==> config.mk <==
export PLATFORM = sky130hd
export DESIGN_NAME = ysyx_22041207_mul
export DESIGN_NICKNAME = d
export VERILOG_FILES = /design/src/rtl/ysyx_22041207_mul_pkg.sv /design/src/rtl/ysyx_22041207_mul.sv
export SDC_FILE = /design/constraint.sdc
export NUM_CORES = 1
export LEC_CHECK = 0
export CAP_MARGIN = 5
export CELL_PAD_IN_SITES_DETAIL_PLACEMENT = 1
export CELL_PAD_IN_SITES_GLOBAL_PLACEMENT = 2
export CORE_MARGIN = 3
export CORE_UTILIZATION = 36
export DETAILED_ROUTE_END_ITERATION = 10
export PLACE_DENSITY = 0.89
export SETUP_SLACK_MARGIN = 0.02
export SYNTH_ARGS = -nofsm -noshare
export SYNTH_HDL_FRONTEND = slang
export SYNTH_SLANG_ARGS = --single-unit
==> constraint.sdc <==
create_clock -name clk -period 9.3 [get_ports clk]
set_input_delay 1.86 -clock clk [delete_from_list [all_inputs] [get_ports clk]]
set_output_delay 1.86 -clock clk [all_outputs]
set_load 0.02 [all_outputs]
==> src/rtl/ysyx_22041207_mul_pkg.sv <==
// Shared constants and state encoding for the iterative RV64 MUL unit.
package ysyx_22041207_mul_pkg;

    localparam int XLEN  = 64;
    localparam int CNT_W = $clog2(XLEN) + 1;

    typedef enum logic [1:0] {
        ST_IDLE = 2'd0,
        ST_BUSY = 2'd1,
        ST_DONE = 2'd2
    } mul_state_e;

endpackage : ysyx_22041207_mul_pkg

==> src/rtl/ysyx_22041207_mul.sv <==
// Iterative shift-add multiplier: one multiplier bit per cycle, returns the
// low XLEN bits of the product with a one-cycle done pulse.
module ysyx_22041207_mul
    import ysyx_22041207_mul_pkg::*;
(
    input  logic                clk,
    input  logic                rst,
    input  logic                mul_valid,
    input  logic                flush,
    input  logic [XLEN-1:0]     multiplicand,
    input  logic [XLEN-1:0]     multiplier,
    output logic                mul_ready,
    output logic                out_valid,
    output logic [XLEN/2-1:0]   result_hi,
    output logic [XLEN/2-1:0]   result_lo
);

    mul_state_e             state_q,  state_d;
    logic [XLEN-1:0]        acc_q,    acc_d;
    logic [XLEN-1:0]        mcand_q,  mcand_d;
    logic [XLEN-1:0]        mplier_q, mplier_d;
    logic [CNT_W-1:0]       cnt_q,    cnt_d;
    logic [XLEN-1:0]        result_q, result_d;
    logic [XLEN-1:0]        acc_sum_s;

    // State and datapath registers
    always_ff @(posedge clk or negedge rst) begin
        if (!rst) begin
            state_q  <= ST_IDLE;
            acc_q    <= '0;
            mcand_q  <= '0;
            mplier_q <= '0;
            cnt_q    <= '0;
            result_q <= '0;
        end else begin
            state_q  <= state_d;
            acc_q    <= acc_d;
            mcand_q  <= mcand_d;
            mplier_q <= mplier_d;
            cnt_q    <= cnt_d;
            result_q <= result_d;
        end
    end

    // Next-state and datapath update; flush overrides everything but keeps the last result
    always_comb begin
        state_d   = state_q;
        acc_d     = acc_q;
        mcand_d   = mcand_q;
        mplier_d  = mplier_q;
        cnt_d     = cnt_q;
        result_d  = result_q;
        acc_sum_s = acc_q + (mplier_q[0] ? mcand_q : {XLEN{1'b0}});

        case (state_q)
            ST_IDLE: begin
                if (mul_valid) begin
                    mcand_d  = multiplicand;
                    mplier_d = multiplier;
                    acc_d    = '0;
                    cnt_d    = '0;
                    state_d  = ST_BUSY;
                end else begin
                    state_d  = ST_IDLE;
                end
            end
            ST_BUSY: begin
                acc_d    = acc_sum_s;
                mcand_d  = {mcand_q[XLEN-2:0], 1'b0};
                mplier_d = {1'b0, mplier_q[XLEN-1:1]};
                cnt_d    = cnt_q + {{(CNT_W-1){1'b0}}, 1'b1};
                // The last bit's contribution lands in the result directly
                if (cnt_q == CNT_W'(XLEN - 1)) begin
                    result_d = acc_sum_s;
                    state_d  = ST_DONE;
                end else begin
                    state_d  = ST_BUSY;
                end
            end
            ST_DONE: begin
                state_d = ST_IDLE;
            end
            default: begin
                state_d = ST_IDLE;
            end
        endcase

        if (flush) begin
            state_d  = ST_IDLE;
            result_d = result_q;
        end else begin
            result_d = result_d;
        end
    end

    assign mul_ready = (state_q == ST_IDLE);
    assign out_valid = (state_q == ST_DONE) && !flush;
    assign result_hi = result_q[XLEN-1:XLEN/2];
    assign result_lo = result_q[XLEN/2-1:0];

endmodule : ysyx_22041207_mul

* Yosys cells after proc, flatten, opt, wreduce, memory -nomap -nowiden *
Cells that the tools add are included.

operators by class
  equality and inequality tests = 4
  bitwise gates (word level) = 1
  add/subtract/negate cells = 2
  reductions and logical operators = 6
  mux-type cells = 13

operators by type and width
  operator             count
  $pmux 64 s2          3
  $mux 64              4
  $add 64x64->64       1
  $pmux 7 s2           1
  $add 7x1->7 const B  1
  $eq 7x6->1 const B   1
  $mux 7               1
  $mux 2               2
  $pmux 2 s2           1
  $reduce_and 3->1     1
  $eq 2x1->1 const B   1
  $eq 2x2->1 const B   1
  $logic_not 2->1      1
  $ne 2x2->1 const B   1
  $reduce_and 2->1     1
  $reduce_bool 2->1    1
  $logic_and 1x1->1    1
  $logic_not 1->1      1
  $mux 1               1
  $not 1->1            1

word-level totals
  logic and storage cells = 32
  output and inout bits = 66
  input port bits = 132
  bits in registers = 265

* Depth between registers and ports, before layout *
Gate-level depths: netlist (run 1).

  word-level depth = 4
  mapped depth = 15
  gate-level depth less buffers = 13

* Worst setup path before layout (run 1) *
No wires, ideal clock.

  kind = input to output
  start = input port flush
  end = output port out_valid
  cell stages on the path = 1
  arrival time = 2378 ps
  required time = 7440 ps
  slack = 5062 ps
  path buffers = 0
  cells stage by stage = nor3b_1

on the way
  longest elaborated chain between the ends = 2

RTL lines
  item               RTL line                 RTL
  start, declared    ysyx_22041207_mul.sv:9   input logic flush,
  $logic_not 1->1    ysyx_22041207_mul.sv:97  assign out_valid = (state_q == ST_DONE) && !flush;
  $logic_and 1x1->1  ysyx_22041207_mul.sv:97
  end, declared      ysyx_22041207_mul.sv:13  output logic out_valid,

Every way passes these cells.

* Worst setup path in the final report (run 1) *
Ends and elaborated chain as after synthesis.

==> results by group, run 1 <==
Min path
  • Worst hold path class: flip-flop to flip-flop
  • Worst Hold End: result_q[25]
  • Worst min-delay path startpoint: result_q[25]
  • Hold Path Depth: 2

Clocking
  • Number of post-CTS setup repair buffers: 0
  • Hold buffers post-CTS: 0
  • # resized after CTS: 0
  • Total clock sinks: 265
  • CTS buffer count: 30
  • Worst-skew pair later-pin latency: 600 ps
  • CTS Root Cell: clkbuf_16
  • H-tree levels: 1
  • Clock tree buffer depth: 3
  • Clock transition at path regs: 60 ps
  • CTS tree: built

Worst setup path
  • R2R Path Start: mplier_q[0]
  • Critical-path cell list: clkdlybuf4s50_1 -> nor3b_1 -> clkdlybuf4s50_1
  • Critical path's slowest cell: clkdlybuf4s50_1
  • CP max FO: 3
  • R2R Setup Slk: 4920 ps
  • Worst reg2reg path endpoint: acc_q[59]
  • Max stage delay on crit path: 630 ps
  • Cell mode on critical path: clkdlybuf4s50_1
  • Worst-case reg-to-reg path depth: 13
  • Critical Path RT: 7440 ps
  • Worst setup EP type: output pin
  • Setup CP Type: primary input to output pin
  • Critical Path Source Type: primary input
  • Worst Path Arrival: 3110 ps
  • CP startpoint: flush

Timing
  • Slew headroom: 0.2866
  • Hold Worst Slack: 471.5 ps
  • Final setup fails: 0
  • Worst setup skew after layout: 48.88 ps
  • Fmax: 201.1 MHz
  • RSZ-0062 raised after global routing: no
  • Minimum clock period: 4972 ps
  • Final hold violations: 0
  • Slew of the pin with the lowest slew margin: 1070 ps
  • Tcrit/Tclk final: 0.5346
  • Final slew viol count: 0
  • Setup TNS: 0 ps

Detailed routing
  • Routed len/inst: 19.25 um
  • 1st-pass router iterations: 5
  • ANT nets after route: 0
  • DRC violations left: 0
  • Via Count: 12630
  • Final wirelength: 44.46 mm
  • Drt first-iter violations: 603
  • Vias per Instance: 5.471

Power
  • Leak: 7.833 nW
  • Comb pwr share: 0.410
  • Clock network fraction of total power: 0.262
  • Max IR drop VDD: 0.1504 mV
  • Switching Share: 0.3896
  • Sequential share of power: 0.328
  • P_int: 2.890 mW
  • Cell Pwr Density: 266.7 mW/mm2
  • Psw: 1.845 mW

Final layout
  • Share of layout cells above drive strength 1: 0.05416
  • Final nets: 1965
  • Final core utilization: 0.4552
  • Layout area overhead: 23.72%
  • N_diodes: 0
  • Filler instances: 4510

Floorplan
  • Cell Rows: 72
  • Die area: 0.04229 mm2
  • Die width: 205.7 um
  • Die Ht: 205.7 um
  • Initial Utilization: 0.3679
  • I/O Pins: 198
  • Core Area: 0.03901 mm2

Job
  • Max-cap viol count: 0

Logic synthesis
  • Sequential fraction of the synthesis area: 0.4621
  • Mapped cell area: 0.01435 mm2
  • Post-Syn Instances: 1628
  • Distinct cells, synth: 61
  • Async set-or-reset flop fraction in the synthesized netlist: 1.000
  • Most common flop cell mapped by yosys: dfrtp_1
  • Syn Area/Cell: 8.815 um2
  • #FFs+latches synth: 265
  • Post-synth EDFFs: 0
  • YS warnings: 0
  • Synth Net Count: 1825

GRT
  • Vias in the first global route: 13390
  • Total track usage: 0.2098
  • GR Overflow Total: 0
  • Maximum number of pins on one net before global-route repair: 161
  • Initial antenna violation count: 1
  • Global-route wire length before repair: 72.59 mm

Placement
  • I/O Buffers: 197
  • GP Congestion: 0.8803
  • DP HPWL: 30.94 mm

Run status
  • Status: complete, no violations
-- cell families (layout without fill, tap and decap cells) --
logic type	count (synthesis)	in the layout	share of synthesized area
simple gates	665	665	0.2039
compound gates	444	444	0.1993
fa+ha+maj	65	65	0.05720
buf+inv	117	280	0.03113
mux	14	14	0.01099
xor+xnor	58	58	0.03540
flops	265	265	0.4621
-- power groups by stage --
stage,Sequential (mW),Combinational (mW),Clock [mW]
after floorplan,1.53,1.40,0
after global placement,1.56,1.87,0
after detailed placement,1.57,1.93,0
after CTS,1.55,1.94,1.27
after global routing,1.59,2.16,1.32
final,1.55,1.94,1.24
-- worst max-delay path, delay by kind of cell --
family        cells  cell delay [ps]
buf+inv           2             1060
simple gates      1              190
-- per-stage QoR --
stage	worst slack [ps]	std cells	power (mW)	instance area (um2)
3_5_place_dp	4317	2254	3.498	16730
4_1_cts	4315	2309	4.766	17750
6_report	4328	2309	4.735	17750
5_1_grt	4242	2309	5.072	17750
2_1_floorplan	5062	1628	2.926	14350
3_3_place_gp	4316	2254	3.424	16730
-- metal layers --
| metal | global-route usage | share of wire | vias up |
|---|---|---|---|
| met1 | 0.2882 | 0.46 | 6318 |
| li1 | - | - | 6033 |
| met2 | 0.3402 | 0.46 | 238 |
| met4 | 0.03515 | 0.016 | 2 |
| met3 | 0.05347 | 0.062 | 42 |
| met5 | 0.003571 | 0.00020 | - |
-- cell usage after synthesis, types with 2 or more instances --
cell type    n  area (um2)
a211oi_1     4       30.03
a211oi_2     2       25.02
a21o_1      41       307.8
a21oi_1     78       390.4
a221o_1      2       20.02
a221oi_2     2       30.03
a22o_1      36       315.3
a22oi_1      2       15.01
a31oi_1      8       50.05
and2_1      73       456.7
and3_1       3       18.77
buf_1       20       75.07
buf_2        6       30.03
clkbuf_1    74       277.8
dfrtp_1    265        6631
ha_1        64       800.8
inv_1       16       60.06
mux2_2      14       157.7
nand2_1    174       653.1
nand2b_1     5       31.28
nand3_1     40       200.2
nand3b_1     3       22.52
nand4_1     32       200.2
nor2_1     298        1119
nor2b_1      4       25.02
nor3_1      13       65.06
nor4_1       4       25.02
o211ai_1     6       45.04
o21a_1       7       52.55
o21ai_0     89       445.4
o21ai_1      4       20.02
o21ai_2      3       26.28
o21bai_1     9       67.56
o221ai_1     3       26.28
o22ai_1    127       794.5
o31ai_1      6       45.04
or2_2        2       12.51
or3_1        7       43.79
or4_1        4       30.03
xnor2_1     37       324.1
xor2_1      21       183.9
-- area by class of cell --
cell class                      count  area, um2  area share
Inverter                           17      63.81    0.003594
Timing Repair Buffer              208       2072      0.1167
Sequential cell                   265       6631      0.3735
Clock inverter                     13      182.7     0.01029
Clock buffer                       42      845.8     0.04764
Tap cell                          518      648.1     0.03650
Multi-Input combinational cell   1246       7311      0.4118
-- flip-flops by register name, indices dropped and copies added, names as in the netlist --
signal,flops
mplier_q,64
cnt_q,7
acc_q,64
result_q,64
state_q,2
mcand_q,64
-- how the worst max path moves through the flow --
stage          depth (start not counted)  slack, ps         to
2_1_floorplan                          1       5060  out_valid
3_3_place_gp                           3       4320  out_valid
3_5_place_dp                           3       4320  out_valid
4_1_cts                                3       4310  out_valid
5_1_grt                                3       4240  out_valid
6_report                               3       4330  out_valid
-- layout by cell type, fill, tap and decap left out, types with 5 or more instances in the layout --
| master | n |
|---|---|
| clkdlybuf4s50_1 | 196 |
| o21bai_1 | 9 |
| inv_1 | 16 |
| dfrtp_1 | 265 |
| a31oi_1 | 8 |
| nand4_1 | 32 |
| clkinv_2 | 6 |
| clkbuf_1 | 7 |
| xor2_1 | 21 |
| buf_4 | 10 |
| nor3_1 | 13 |
| and2_1 | 73 |
| a21o_1 | 41 |
| a21oi_1 | 78 |
| o31ai_1 | 6 |
| o21ai_0 | 89 |
| nand3_1 | 40 |
| a22o_1 | 36 |
| nand2_1 | 172 |
| o21a_1 | 7 |
| nor2_1 | 297 |
| clkbuf_16 | 30 |
| or3_1 | 7 |
| mux2_2 | 14 |
| clkbuf_8 | 5 |
| ha_1 | 64 |
| o211ai_1 | 6 |
| xnor2_1 | 37 |
| o22ai_1 | 127 |
No activity file was read; power rests on OpenSTA's default activity.
==> inputs of run 2 (changes only) <==
--- a/config.mk
+++ b/config.mk
@@ -9,9 +9,9 @@
 export CELL_PAD_IN_SITES_DETAIL_PLACEMENT = 1
 export CELL_PAD_IN_SITES_GLOBAL_PLACEMENT = 2
 export CORE_MARGIN = 3
-export CORE_UTILIZATION = 36
+export CORE_UTILIZATION = 34
 export DETAILED_ROUTE_END_ITERATION = 10
-export PLACE_DENSITY = 0.89
+export PLACE_DENSITY = 0.85
 export SETUP_SLACK_MARGIN = 0.02
 export SYNTH_ARGS = -nofsm -noshare
 export SYNTH_HDL_FRONTEND = slang
==> constraint.sdc (replaced) <==
create_clock -name clk -period 5 [get_ports clk]
set_input_delay 1 -clock clk [delete_from_list [all_inputs] [get_ports clk]]
set_output_delay 1 -clock clk [all_outputs]
set_load 0.02 [all_outputs]
==> results by group, run 2 (synthesized netlist as in run 1, its figures left out) <==
Run status
  • Status: complete, no violations

Detailed routing
  • Via Count: 12620 (-0.10%)
  • Met3 wire length: 2.630 mm (-4.1%)
  • Drt first-iter violations: 582 (-3.5%)
  • ANT nets after route: 0 (unchanged)
  • Vias per Instance: 5.428 (-0.79%)
  • Top layer in use: met5
  • Final wirelength: 45.49 mm (+2.3%)
  • DRT met1 WL: 21.18 mm (+3.3%)
  • Routed len/inst: 19.57 um (+1.6%)
  • DRC violations left: 0 (unchanged)
  • WL met2: 21.00 mm (+2.5%)
  • 1st-pass router iterations: 4 (-1)

GRT
  • Maximum number of pins on one net before global-route repair: 137 (-15%)
  • Vias in the first global route: 13420 (+0.20%)
  • Total track usage: 0.2011 (-0.008788)
  • GR Overflow Total: 0 (unchanged)
  • Initial antenna violation count: 3 (+2)
  • Global-route wire length before repair: 73.41 mm (+1.1%)

Timing
  • Worst setup skew after layout: 19.00 ps (-29.89 ps)
  • Tcrit/Tclk final: 0.8363
  • Final slew viol count: 0 (unchanged)
  • Final hold violations: 0 (unchanged)
  • Final setup fails: 0 (unchanged)
  • Slew headroom: 0.3163 (+0.02971)
  • Minimum clock period: 4181 ps
  • Fmax: 239.2 MHz
  • Slew of the pin with the lowest slew margin: 1025 ps (-44.57 ps)
  • Setup TNS: 0 ps (unchanged)
  • RSZ-0062 raised after global routing: no

Clocking
  • Clock tree buffer depth: 3 (unchanged)
  • Total clock sinks: 265 (unchanged)
  • Clock transition at path regs: 60 ps (about the same)
  • H-tree levels: 1 (unchanged)
  • CTS tree: built
  • Hold buffers post-CTS: 0 (unchanged)
  • CTS Root Cell: clkbuf_16
  • Worst-skew pair later-pin latency: 580 ps (-20 ps)
  • CTS buffer count: 31 (+3.3%)
  • # resized after CTS: 0 (unchanged)
  • Number of post-CTS setup repair buffers: 0 (unchanged)

Worst setup path
  • Critical-path cell list: buf_12 -> and2_1 -> ha_1 -> and2_1 -> nand3_1 -> nand2b_1 -> nor4_1 -> nand3_1 -> a211oi_2 -> o21ai_2 -> a211oi_1 -> o21ai_0 -> a32o_2
  • Worst-case reg-to-reg path depth: 13 (unchanged)
  • Worst setup EP type: flip-flop
  • Worst Path Arrival: 4630 ps (+1520 ps)
  • R2R Path Start: mplier_q[0]
  • Critical Path RT: 5450 ps (-1990 ps)
  • Top delay family on crit path: simple AND/OR/NAND/NOR gates
  • Crit path buf inv count: 1 (-1)
  • CP max FO: 34 (+31)
  • Max stage delay on crit path: 730 ps (+100 ps)
  • WP depth: 13 (+10)
  • CP startpoint: mplier_q[0]
  • Setup CP Type: flip-flop to flip-flop
  • Critical Path Source Type: flip-flop
  • Critical path's slowest cell: dfrtp_1

Placement
  • Placed instance area: 0.01678 mm2 (+0.34%)
  • DP HPWL: 31.99 mm (+3.4%)
  • I/O Buffers: 197 (unchanged)
  • GP Congestion: 0.8996 (+2.2%)

Power
  • P_int: 5.337 mW (+85%)
  • Sequential share of power: 0.332 (+0.004)
  • Leak: 7.855 nW (+0.27%)
  • Comb pwr share: 0.409 (about the same)
  • Clock network fraction of total power: 0.258 (-0.004)
  • Switching Share: 0.3942 (+0.004609)
  • Cell Pwr Density: 494.9 mW/mm2 (+86%)
  • Max IR drop VDD: 0.2925 mV (+94%)
  • Psw: 3.474 mW (+88%)

Final layout
  • Layout area overhead: 24.06%
  • Share of layout cells above drive strength 1: 0.05689 (+0.002728)
  • Commonest non-fill, non-tap cell in the layout: nor2_1
  • Final core utilization: 0.4311 (-0.02403)
  • Commonest cells after routing, fill and taps aside: nor2_1 (297), dfrtp_1 (265), clkdlybuf4s50_1 (196), nand2_1 (172), o22ai_1 (127)
  • N_diodes: 0 (unchanged)
  • Final nets: 1968 (+0.15%)
  • Finished layout cell area: 0.01780 mm2 (+0.27%)

Floorplan
  • Cell Rows: 74 (+2.8%)
  • Die Ht: 211.4 um (+2.8%)
  • Die area: 0.04471 mm2 (+5.7%)
  • Core Area: 0.04129 mm2 (+5.9%)
  • Die width: 211.4 um (+2.8%)
  • I/O Pins: 198 (unchanged)
  • Initial Utilization: 0.3475 (-0.02038)

Job
  • Max-cap viol count: 0 (unchanged)

Min path
  • Worst hold path class: primary input to asynchronous set/reset pin
==> run 2: per-stage QoR <==
stage	power, mW	hold WS, ps	setup slack [ps]	std cells
after global placement	6.446	456.1	944.8	2270
after floorplan	5.441	445.8	1686	1628
after CTS	8.891	357.8	803.6	2325
after global routing	9.429	378.9	525.7	2325
after detailed placement	6.546	464.2	798.2	2270
final	8.811	357.7	818.6	2325
==> run 2: final cells by class <==
type                       count  area [um2]
fill                        4784       23490
inverter                      17       63.81
clock inverter                13       132.6
sequential                   265        6631
tap                          532       665.6
clock buffer                  42       887.1
multi-input combinational   1246        7311
timing repair buffer         210        2112
==> run 2: worst paths after layout <==
check | endpoint | slack, ps
worst min register to register | result_q[52] | 470
worst min-delay path | mplier_q[52] | 360
worst max-delay path | acc_q[59] | 820
worst max register to register | acc_q[59] | 820
min in group clk | result_q[52] | 470
max in group asynchronous | mcand_q[23] | 3330
==> run 2: per-layer routing <==
| layer | up-vias | GRT usage |
|---|---|---|
| li1 | 6031 | - |
| met1 | 6327 | 0.2697 |
| met2 | 204 | 0.3345 |
| met3 | 52 | 0.05142 |
| met4 | 6 | 0.03441 |
| met5 | - | 0 |
==> run 2: power groups by stage <==
stage / clock network (mW) / registers [mW] / logic [mW]
after floorplan: 0 / 2.84 / 2.60
after global placement: 0 / 2.95 / 3.50
after detailed placement: 0 / 2.95 / 3.59
after CTS: 2.35 / 2.93 / 3.62
after global routing: 2.43 / 2.99 / 4.01
final: 2.28 / 2.93 / 3.61
==> edit: new RTL, flow settings as in run 2 <==
Re-encode `mul_state_e` (3 states) as one-hot, 3 bits wide.
--- a/src/rtl/ysyx_22041207_mul_pkg.sv
+++ b/src/rtl/ysyx_22041207_mul_pkg.sv
@@ -4,10 +4,10 @@
     localparam int XLEN  = 64;
     localparam int CNT_W = $clog2(XLEN) + 1;
 
-    typedef enum logic [1:0] {
-        ST_IDLE = 2'd0,
-        ST_BUSY = 2'd1,
-        ST_DONE = 2'd2
+    typedef enum logic [2:0] {
+        ST_IDLE = 3'b001,
+        ST_BUSY = 3'b010,
+        ST_DONE = 3'b100
     } mul_state_e;
 
 endpackage : ysyx_22041207_mul_pkg
Behaviour: same outputs for any inputs over 4 cycles, from zero or initial values and one cycle with rst low; so few cycles prove little.
==> edit against run 2 <==
  * Worst setup slack got worse by 0.10 ns
  * Cell area rose by 0.82%
  * First-iteration DRC count up 29%
  * Clock skew fell by 0.0016 ns
  * Sequential cell count up 1
  * Core utilization down 0.42 points
  * Critical path depth decreased by 1
  * Fmax is 2.4% lower
  * Wire length about the same
  * Area after synthesis rose by 1.2%
  * Largest cell class unchanged
Power is not compared: it rests on default switching activity, and its combinational part moved more than twofold at a synthesized area within 25%.
==> edit: results (changes against run 2) <==
| Metric | Value |
|---|---|
| Yosys warns | 0 (unchanged) |
| Synth cell types | 70 (was 61) |
| Worst path slowest cell | dfrtp_1 (unchanged) |
| Antenna violations before repair | 6 (was 3) |
| Worst reg2reg setup slack | 0.72 ns (was 0.82 ns) |
| Critical Path AT | 4.75 ns (was 4.63 ns) |
| Max Clock Skew | 0.0174 ns (was 0.0190 ns) |
| Worst skew pair latency | 0.58 ns (about the same) |
| Critical path's top delay family | simple AND/OR/NAND/NOR gates (unchanged) |
| Fin crit share | 85.7% (was 83.6%) |
| Filler cell count | 4845 (was 4784) |
| Largest net degree at the start of global routing | 104 (was 137) |
| Nets | 1973 (was 1968) |
| Synth area leaders | dfrtp_1 (46%), nor2_1 (7.8%), ha_1 (5.5%) (was dfrtp_1 (46%), nor2_1 (7.8%), ha_1 (5.6%)) |
| Critical-path maximum fanout | 36 (was 34) |
| Reg clk slew, reported paths | 0.06 ns (about the same) |
| Placement Setup Slack | 0.726 ns (was 0.798 ns) |
| Post CTS Setup Buffer Count | 0 (unchanged) |
| Cts bufs inserted | 31 (unchanged) |
| CP max stage delay | 0.94 ns (was 0.73 ns) |
| CP Launch Point | mplier_q[0] (unchanged) |
| Starting DRT DRC Count | 748 (was 582) |
| Vias in the first global route | 13600 (was 13400) |
| Gr usage total | 20.2% (was 20.1%) |
| Leak | ~0.008 uW |
| Hpwl dp | 32.1 mm (was 32.0 mm) |
| H-tree depth | 1 (unchanged) |
| Post-CTS Resized | 0 (unchanged) |
| Share of layout cells above drive strength 1 | 5.84% (was 5.69%) |
| Detailed Routing Iterations Pass 1 | 5 (was 4) |
| GP Congestion | 0.856 (was 0.900) |
| Reg2Reg Depth | 12 (was 13) |
| Most frequent cells after synthesis | nor2_1 (300), dfrtp_1 (265), nand2_1 (183), o22ai_1 (126), clkbuf_1 (87) (was nor2_1 (298), dfrtp_1 (265), nand2_1 (174), o22ai_1 (127), o21ai_0 (89)) |
| Clk buf depth | 3 (unchanged) |
| Root Buffer | clkbuf_16 (unchanged) |
| Sequential share of the synthesized area | 45.8% (was 46.2%) |
| Hold Path Class | input pin to asynchronous set/reset pin (unchanged) |
| Max-Slew Margin vs Limit | 39.3% (was 31.6%) |
| Yosys top cell by area | dfrtp_1 (unchanged) |
| Outcome | completed (unchanged) |
| Via Count | 12600 (about the same) |
| Ys async rst share | 100% (unchanged) |
| Worst VDD drop | roughly 0.00023 V |
| Avg WL per Cell | 19.4 um (was 19.6 um) |
| PortBufs | 197 (unchanged) |
| Syn_nets | 1847 (was 1825) |
| Critical R2R Launch | mplier_q[0] (unchanged) |
| Critical Path End | result_q[58] (was acc_q[59]) |
| First-pass GRT wire length | 74.4 mm (was 73.4 mm) |
[edit: final cells by class]
class	count	area (um2)	share of cell area [%]
clock inverters	15	191	1.07
diodes	3	7.51	0.0418
well taps	539	674	3.76
multi-input cells	1249	7370	41.0
repair buffers	212	2140	11.9
clock buffers	41	853	4.75
flip-flops and latches	266	6660	37.1
inverters	16	60.1	0.335
[edit: power breakdown]
group	total (uW)	switching, uW	internal, uW
clock	2350	947	1400
sequential	2580	187	2390
combinational	1600	966	629
total	6530	2100	4420
[edit: cell families after synthesis]
family / after synthesis / share of synthesized area (%)
buffers and inverters: 135 / 3.70
AO/OA/AOI/OAI: 437 / 19.5
AND/OR/NAND/NOR: 669 / 20.3
XOR/XNOR: 63 / 3.80
adder cells (fa/ha/maj): 65 / 5.65
flip-flops: 266 / 45.8
multiplexers: 15 / 1.16
[edit: worst min-delay path by stage]
stage,startpoint,end,slack [ns]
after CTS,rst,result_q[17],0.44
after detailed placement,result_q[42],result_q[42],0.47
final,rst,result_q[17],0.38
after global routing,rst,result_q[17],0.43
after floorplan,mcand_q[63],mcand_q[63],0.45
after global placement,result_q[0],result_q[0],0.46
[edit: stage by stage]
stage / cells / instance area (um2) / util [%]
floorplan: 1650 / 14500 / -
global placement: 2282 / 16900 / 40.2
detailed placement: 2282 / 16900 / 40.2
CTS: 2338 / 17900 / 42.7
global route: 2338 / 17900 / 42.7
finish: 2341 / 17900 / 42.7
[edit: routing by layer]
| metal | wire [um] | global-route usage, % |
|---|---|---|
| met1 | 20700 | 26.8 |
| met2 | 21100 | 33.7 |
| met3 | 2880 | 5.32 |
| met4 | 775 | 3.83 |
| met5 | 52 | 0 |
